==> config.mk <==
export PLATFORM = sky130hd
export DESIGN_NAME = muldiv_ctrl_flat
export DESIGN_NICKNAME = d
export VERILOG_FILES = /design/src/rtl/muldiv_ctrl_if.sv /design/src/rtl/muldiv_ctrl.sv /design/src/flat_wrapper.sv
export SDC_FILE = /design/constraint.sdc
export NUM_CORES = 1
export LEC_CHECK = 0
export CORE_MARGIN = 8
export CORE_UTILIZATION = 30
export CTS_CLUSTER_SIZE = 8
export DETAILED_ROUTE_END_ITERATION = 10
export PLACE_DENSITY = 0.72
export SLEW_MARGIN = 20
export SYNTH_ARGS = -nofsm -noshare
export SYNTH_HDL_FRONTEND = slang
export SYNTH_SLANG_ARGS = --single-unit
==> constraint.sdc <==
create_clock -name clk -period 1.6 [get_ports clk]
set_input_delay 0.32 -clock clk [delete_from_list [all_inputs] [get_ports clk]]
set_output_delay 0.32 -clock clk [all_outputs]
set_load 0.01 [all_outputs]
==> src/rtl/muldiv_ctrl_if.sv <==
// Request/response bus between the control FSM and the Hi/Lo mult/div sequencer.
interface muldiv_ctrl_if;
  logic        start;
  logic        op;        // 0 = MULT, 1 = DIV (both signed)
  logic [31:0] a_in;
  logic [31:0] b_in;
  logic [31:0] hi;
  logic [31:0] lo;
  logic        busy;
  logic        done;
  logic        div_zero;

  // control unit side
  modport master (output start, op, a_in, b_in,
                  input  hi, lo, busy, done, div_zero);
  // sequencer side
  modport slave  (input  start, op, a_in, b_in,
                  output hi, lo, busy, done, div_zero);
endinterface

==> src/rtl/muldiv_ctrl.sv <==
// Sequencer for the multicycle multiply/divide units feeding Hi/Lo.
// Freezes operands, pulses a one-cycle load into the selected unit, waits
// out its iteration count, then captures the result into Hi/Lo.
module muldiv_ctrl #(
  parameter int MULT_CYCLES = 32,
  parameter int DIV_CYCLES  = 32,
  parameter int CNT_W       = 6
) (
  input  logic              clk,
  input  logic              reset,
  muldiv_ctrl_if.slave      bus,
  output logic [31:0]       op_a,
  output logic [31:0]       op_b,
  output logic              mult_load,
  output logic              div_load,
  input  logic [31:0]       mult_hi,
  input  logic [31:0]       mult_lo,
  input  logic [31:0]       div_hi,
  input  logic [31:0]       div_lo
);

  typedef enum logic [2:0] {IDLE, LOAD, RUN, CAPTURE, DONE} state_t;

  state_t             state, state_nxt;
  logic [CNT_W-1:0]   cnt;
  logic               op_q;      // latched op: 1 = DIV
  logic               dz_q;      // current request took the zero-divisor path
  logic [31:0]        hi_q, lo_q;
  logic               accept;
  logic               zero_div;

  // A new request is only taken when nothing is in flight; DONE counts as free
  // so a launch can overlap the Hi/Lo read of the previous result.
  assign accept   = bus.start && (state == IDLE || state == DONE);
  assign zero_div = bus.op && (bus.b_in == 32'd0);

  // State register
  always_ff @(posedge clk) begin
    if (reset) state <= IDLE;
    else       state <= state_nxt;
  end

  // Next-state and state-decoded outputs
  always_comb begin
    state_nxt    = state;
    mult_load    = 1'b0;
    div_load     = 1'b0;
    bus.busy     = 1'b0;
    bus.done     = 1'b0;
    bus.div_zero = 1'b0;
    case (state)
      IDLE: begin
        if (bus.start) state_nxt = zero_div ? DONE : LOAD;
      end
      LOAD: begin
        mult_load = ~op_q;
        div_load  = op_q;
        bus.busy  = 1'b1;
        state_nxt = RUN;
      end
      RUN: begin
        bus.busy = 1'b1;
        if (cnt == CNT_W'(1)) state_nxt = CAPTURE;
      end
      CAPTURE: begin
        bus.busy  = 1'b1;
        state_nxt = DONE;
      end
      DONE: begin
        bus.done     = 1'b1;
        bus.div_zero = dz_q;
        if (bus.start) state_nxt = zero_div ? DONE : LOAD;
        else           state_nxt = IDLE;
      end
      default: state_nxt = IDLE;
    endcase
  end

  // Operand freeze, iteration counter and Hi/Lo capture
  always_ff @(posedge clk) begin
    if (reset) begin
      op_a <= '0;
      op_b <= '0;
      op_q <= 1'b0;
      dz_q <= 1'b0;
      cnt  <= '0;
      hi_q <= '0;
      lo_q <= '0;
    end else begin
      if (accept) begin
        op_a <= bus.a_in;
        op_b <= bus.b_in;
        op_q <= bus.op;
        dz_q <= zero_div;
      end
      case (state)
        LOAD:    cnt <= op_q ? CNT_W'(DIV_CYCLES) : CNT_W'(MULT_CYCLES);
        RUN:     cnt <= cnt - CNT_W'(1);
        CAPTURE: begin
          hi_q <= op_q ? div_hi : mult_hi;
          lo_q <= op_q ? div_lo : mult_lo;
        end
        default: ;
      endcase
    end
  end

  assign bus.hi = hi_q;
  assign bus.lo = lo_q;

endmodule

==> src/flat_wrapper.sv <==
// flat-port wrapper written by rule: the top's interface ports become plain ports
module muldiv_ctrl_flat 
#(
  parameter int MULT_CYCLES = 32,
  parameter int DIV_CYCLES  = 32,
  parameter int CNT_W       = 6
)
  (clk, reset, op_a, op_b, mult_load, div_load, mult_hi, mult_lo, div_hi, div_lo, bus_start, bus_op, bus_a_in, bus_b_in, bus_hi, bus_lo, bus_busy, bus_done, bus_div_zero);
  muldiv_ctrl_if bus_i ();
  input  logic clk;
  input  logic reset;
  output logic [31:0] op_a;
  output logic [31:0] op_b;
  output logic mult_load;
  output logic div_load;
  input  logic [31:0] mult_hi;
  input  logic [31:0] mult_lo;
  input  logic [31:0] div_hi;
  input  logic [31:0] div_lo;
  input wire logic [$bits(bus_i.start)-1:0] bus_start;
  input wire logic [$bits(bus_i.op)-1:0] bus_op;
  input wire logic [$bits(bus_i.a_in)-1:0] bus_a_in;
  input wire logic [$bits(bus_i.b_in)-1:0] bus_b_in;
  output wire logic [$bits(bus_i.hi)-1:0] bus_hi;
  output wire logic [$bits(bus_i.lo)-1:0] bus_lo;
  output wire logic [$bits(bus_i.busy)-1:0] bus_busy;
  output wire logic [$bits(bus_i.done)-1:0] bus_done;
  output wire logic [$bits(bus_i.div_zero)-1:0] bus_div_zero;
  assign bus_i.start = bus_start;
  assign bus_i.op = bus_op;
  assign bus_i.a_in = bus_a_in;
  assign bus_i.b_in = bus_b_in;
  assign bus_hi = bus_i.hi;
  assign bus_lo = bus_i.lo;
  assign bus_busy = bus_i.busy;
  assign bus_done = bus_i.done;
  assign bus_div_zero = bus_i.div_zero;
  muldiv_ctrl #(.MULT_CYCLES(MULT_CYCLES), .DIV_CYCLES(DIV_CYCLES), .CNT_W(CNT_W)) u_core (.clk(clk), .reset(reset), .bus(bus_i), .op_a(op_a), .op_b(op_b), .mult_load(mult_load), .div_load(div_load), .mult_hi(mult_hi), .mult_lo(mult_lo), .div_hi(div_hi), .div_lo(div_lo));
endmodule
## Yosys cells after proc, flatten, opt, wreduce, memory -nomap -nowiden

Index checks and enable logic that the tools add are counted.

- $add $sub $neg: 1
- Equal/unequal tests: 7
- Muxes and demuxes: 13
- Bitwise gates (word level): 1
- Reductions and logical operators: 8

Operators by type and width:

| operator | number |
|---|---|
| 32-bit 2-to-1 mux | 2 |
| 32-bit zero test | 1 |
| 3-bit case mux with 5 select lines | 1 |
| 3-bit 2-to-1 mux | 4 |
| 6-bit case mux with 2 select lines | 1 |
| 3-bit by 2-bit == test with 1-bit output, second input constant | 2 |
| 6-bit by 1-bit == test with 1-bit output, second input constant | 1 |
| 6-bit by 1-bit subtractor with 6-bit output, second input constant | 1 |
| 1-bit 2-to-1 mux | 5 |
| 3-bit by 1-bit == test with 1-bit output, second input constant | 1 |
| 3-bit == test, second input constant | 1 |
| 3-bit zero test | 1 |
| 3-bit OR reduction | 1 |
| 1-bit logical AND | 2 |
| 2-bit by 1-bit inequality test with 1-bit output, second input constant | 1 |
| 2-bit inequality test, second input constant | 1 |
| 2-bit AND reduction | 1 |
| 2-bit nonzero test | 1 |
| 1-bit logical OR | 1 |
| 1-bit NOT | 1 |

- Register bits after elaboration: 139
- Bits of input ports: 196
- Output and inout port bits: 133
- Word-level logic and storage cells: 38

## Longest topological paths before layout

- Word-level depth: 5
- Mapped depth: 7
- Mapped depth without buffers: 6

## Worst setup path before layout

No wires, ideal clock.

- Kind: reg-to-reg
- Start point: register u_core.cnt[0]
- End point: register u_core.state[0]
- Library setup time: 0.087 ns
- Data arrival time: 1.427 ns
- Setup slack: 0.086 ns
- Cell stages (with the launch flop): 6
- Path buffers: 0
- Period minus slack after synthesis: 1.514 ns
- Cell sequence: dfxtp_1 > ha_1 > or4b_1 > nor4_2 > a21oi_1 > nor4b_2

- Cells in the longest elaborated chain, start to end: 3

Ends and longest elaborated chain:

| item | RTL line | source |
|---|---|---|
| start, declared | muldiv_ctrl.sv:25 | `logic [CNT_W-1:0] cnt;` |
| start signal, assigned | muldiv_ctrl.sv:97 | `LOAD: cnt <= op_q ? CNT_W'(DIV_CYCLES) : CNT_W'(MULT_CYCLES);` |
| start signal, assigned | muldiv_ctrl.sv:98 | `RUN: cnt <= cnt - CNT_W'(1);` |
| 6-bit by 1-bit == test with 1-bit output | muldiv_ctrl.sv:63 | `if (cnt == CNT_W'(1)) state_nxt = CAPTURE;` |
| 2-bit by 1-bit inequality test with 1-bit output (no line) | -- |  |
| 2-bit AND reduction (no line) | -- |  |
| end signal, assigned | muldiv_ctrl.sv:40 | `else state <= state_nxt;` |
| end, declared | muldiv_ctrl.sv:24 | `state_t state, state_nxt;` |

Every way passes these cells.
A chain may end at the register's enable or synchronous reset.

## Final worst setup path

- Start point: register u_core.state[2]
- End point: output port mult_load

- Cells in the longest elaborated chain, start to end: 2

Ends and longest elaborated chain:

| item | RTL line | source |
|---|---|---|
| 3-bit by 1-bit == test with 1-bit output | muldiv_ctrl.sv:51 | `case (state)` |
| 1-bit 2-to-1 mux | muldiv_ctrl.sv:51 |  |
| end, declared | flat_wrapper.sv:14 | `output logic mult_load;` |

Every way passes these cells.

==> results.py <==
metrics = {
    "clock_tree": {
        "path_clk_slew_ns": 0.06,
        "cts_tree": "done",
        "cts.path.max_buffers": 2,
        "tritoncts_num_sinks": 139,
        "worstSkewPairLatency_ns": 0.42,
        "numCtsBuffers": 17,
        "cts-htree-levels": 4,
        "cts.root.buffer_cell": "sky130_fd_sc_hd__clkbuf_16",
    },
    "grt": {
        "number_of_global_route_vias_before_repair": 6090,
        "antenna_found_initial": 0,
        "grt.total_usage": 0.185,
        "globalRouteOverflowTotal": 0,
        "grt_pass1_wl_mm": 34.5,
        "pin_count_of_the_biggest_net_entering_global_routing": 54,
    },
    "setup_path": {
        "critical_path.endpoint_type": "output pin",
        "worst_r2r_path_depth": 6,
        "cp_slowest_cell": "sky130_fd_sc_hd__or3b_4",
        "required_ns": 1.28,
        "timing.critical_path.fanout_max": 3,
        "crit_arrival_ns": 1.40,
        "worst_path_largest_cell_delay_ns": 0.41,
        "path_cells": "or3b_4 > nor2_2 > buf_2",
        "setup.worst_path.class": "reg -> out",
        "startpoint_type": "register",
    },
    "sta": {
        "final_min_period_over_clock_period": 1.08,
        "postLayoutSetupSlackWorst_ns": -0.124,
        "worst-slew-pin-transition_ns": 0.428,
        "final-setup-viol-count": 5,
        "max-slew-margin-rel": 0.715,
        "finalClockSkew_ns": 0.00861,
        "fin_hold_ws_ns": 0.221,
        "timing.final.hold_violations": 0,
        "maxSlewViolCount": 0,
        "achievable_freq_mhz": 580,
        "rsz0062_at_grt": "yes",
        "fin_crit_ns": 1.72,
    },
    "pwr": {
        "p_sw_frac": 0.268,
        "cellInternalPower_w": 0.00727,
        "clock_power_share": 0.417,
        "power.density_nw_per_um2": 933,
        "switching_power_of_the_nets_w": 0.00266,
        "p_leak_nw": 4.42,
        "share_seq_of_total_power": 0.378,
        "combPwrFrac": 0.205,
        "worst_ir_drop_vdd_uv": 675,
    },
    "die": {
        "core.rowCount": 50,
        "floorplan.die_area_um2": 23600,
        "fp.coreArea_um2": 18600,
        "die_width_um": 154,
        "io_pins": 329,
        "starting_density": 0.305,
        "die_height_um": 154,
    },
    "synth": {
        "synth_fp_nets": 848,
        "synth.avg_cell_area_um2": 8.74,
        "synthesis.yosys.warnings": 0,
        "netlist_area_um2": 5680,
        "yosys.cell_types.count": 35,
        "synth.yosys.seq_area_share": 0.490,
        "synth.ff_latch_count": 139,
        "yosys-top-cells-area": "sky130_fd_sc_hd__dfxtp_1 49%, sky130_fd_sc_hd__mux2i_1 11%, sky130_fd_sc_hd__nand2_1 8.9%, sky130_fd_sc_hd__a211oi_1 8.9%, sky130_fd_sc_hd__a21oi_1 6.3%",
        "top_cell_type_s_share_of_synthesized_area": 0.490,
        "postSynthCellCount": 650,
        "yosysTopAreaCell": "sky130_fd_sc_hd__dfxtp_1",
    },
    "placement": {
        "placement.io_buffers": 328,
        "place.gp.congestion": 0.808,
        "dp_hpwl_mm": 16.7,
        "preCtsSetupSlack_ns": -0.617,
    },
    "routing": {
        "number_of_vias_in_the_routed_layout": 6074,
        "ant_nets": 0,
        "post_detailed_routing_wire_length_mm": 23.5,
        "drc": 0,
        "dr.pass1.iters": 5,
        "average_via_count_per_standard_cell": 4.80,
        "wire_per_inst_um": 18.6,
        "drtIter0Drc": 200,
    },
    "final_layout": {
        "utilization": 0.571,
        "most-common-layout-cells": "193 x sky130_fd_sc_hd__clkdlybuf4s50_1, 135 x sky130_fd_sc_hd__dfxtp_1, 134 x sky130_fd_sc_hd__nand2_1",
        "flow.area_growth_from_synthesis_pct": 87.3,
        "num-nets-final": 1216,
        "final_layout_size_suffix_gt1_frac": 0.173,
        "final_common_cell": "sky130_fd_sc_hd__clkdlybuf4s50_1",
        "antennaDiodeCount": 0,
    },
    "run": {
        "cap_violations": 0,
    },
    "hold_path": {
        "hold-path-cell-count": 3,
        "hold_path.class": "in -> reg",
    },
    "status": {
        "violations": "setup timing",
        "run_status": "finished, violations left",
    },
}
-- synth_stat cells (all sizes together) --
cell type	n
nor4b	2
a21boi	1
ha	2
clkbuf	24
mux2	2
or3b	2
nand4	3
dlymetal6s2s	1
and4	2
a311oi	1
a211oi	67
mux2i	65
a21oi	71
nor4	8
and2b	1
buf	29
xnor2	1
nor3b	3
nand3	1
and2	3
and3	1
or4b	1
nand2	135
nor2	78
dfxtp	139
nor3	3
inv	4
-- power groups by stage --
stage | Sequential (W) | Combinational [W] | Clock [W]
floorplan | 0.00392 | 0.000675 | 0
global placement | 0.00383 | 0.00193 | 0
detailed placement | 0.00384 | 0.00194 | 0
CTS | 0.00376 | 0.00192 | 0.00423
global route | 0.00378 | 0.00220 | 0.00436
finish | 0.00376 | 0.00204 | 0.00414
-- area by class of cell --
type | instances | area (µm²)
Sequential cell | 139 | 2790
Clock buffer | 18 | 429
Inverter | 4 | 15.0
Clock inverter | 14 | 185
Multi-Input combinational cell | 456 | 2920
Timing Repair Buffer | 400 | 4000
Fill cell | 1663 | 8000
Tap cell | 234 | 293
-- state kept, by name (all words and copies together), names as in the netlist --
name / count
u_core.op_a: 32
u_core.op_b: 32
u_core.cnt: 6
u_core.op_q: 1
u_core.bus.hi: 32
u_core.dz_q: 1
u_core.bus.lo: 32
u_core.state: 3
-- what timing repair did --
| action | 4_1_cts | 5_1_grt |
|---|---|---|
| pin swaps | 26 | 15 |
| resized for setup | 197 | 46 |
| setup endpoints to repair | 176 | 68 |
| hold buffers | 0 | 0 |
| setup buffers | 7 | 7 |
| cloned | 7 | 5 |
-- layer usage --
layer  up-vias  global-route usage  routed length, µm  part of all wire
li1       2991                   -                  -                 -
met1      2795               0.210               9680              0.41
met2       264               0.317              11500              0.49
met3        24              0.0740               2120             0.090
met4         0              0.0495                269             0.011
met5         -                   0                  0                 0
-- worst max-delay path: cells and delay by family, from the launching register on --
kind / cells / cell delay [ns]
simple gates: 2 / 0.49
flops: 1 / 0.36
buf+inv: 1 / 0.14
-- logic make-up (layout without fill, tap and decap cells) --
| group | Yosys count | count (layout) | share of synthesized area |
|---|---|---|---|
| compound gates | 140 | 140 | 0.154 |
| xor+xnor | 1 | 1 | 0.00154 |
| fa+ha+maj | 2 | 2 | 0.00441 |
| buf+inv | 58 | 436 | 0.0489 |
| flops | 139 | 139 | 0.490 |
| mux | 67 | 67 | 0.119 |
| simple gates | 243 | 246 | 0.183 |
-- path summary, 6_finish.rpt --
kind / from / to / slack [ns]
hold / removal: bus_b_in[28] / u_core.op_b[28]$_SDFFE_PP0P_ / 0.22
setup / recovery: u_core.state[2]$_SDFFE_PP0P_ / mult_load / -0.12
setup reg to reg: u_core.state[1]$_SDFFE_PP0P_ / u_core.cnt[3]$_SDFFE_PP0P_ / -0.06
hold reg to reg: u_core.op_a[22]$_SDFFE_PP0P_ / u_core.op_a[22]$_SDFFE_PP0P_ / 0.45
-- per-stage QoR --
step / power (W) / cell area, µm² / TNS (ns) / cells
2_1_floorplan: 0.00459 / 5680 / 0 / 650
3_3_place_gp: 0.00575 / 9500 / -3.51 / 1207
3_5_place_dp: 0.00577 / 9500 / -3.34 / 1207
4_1_cts: 0.00991 / 10300 / -0.485 / 1253
5_1_grt: 0.0103 / 10600 / -1.13 / 1265
6_report: 0.00993 / 10600 / -0.478 / 1265
(Power assumes the default switching activity.)
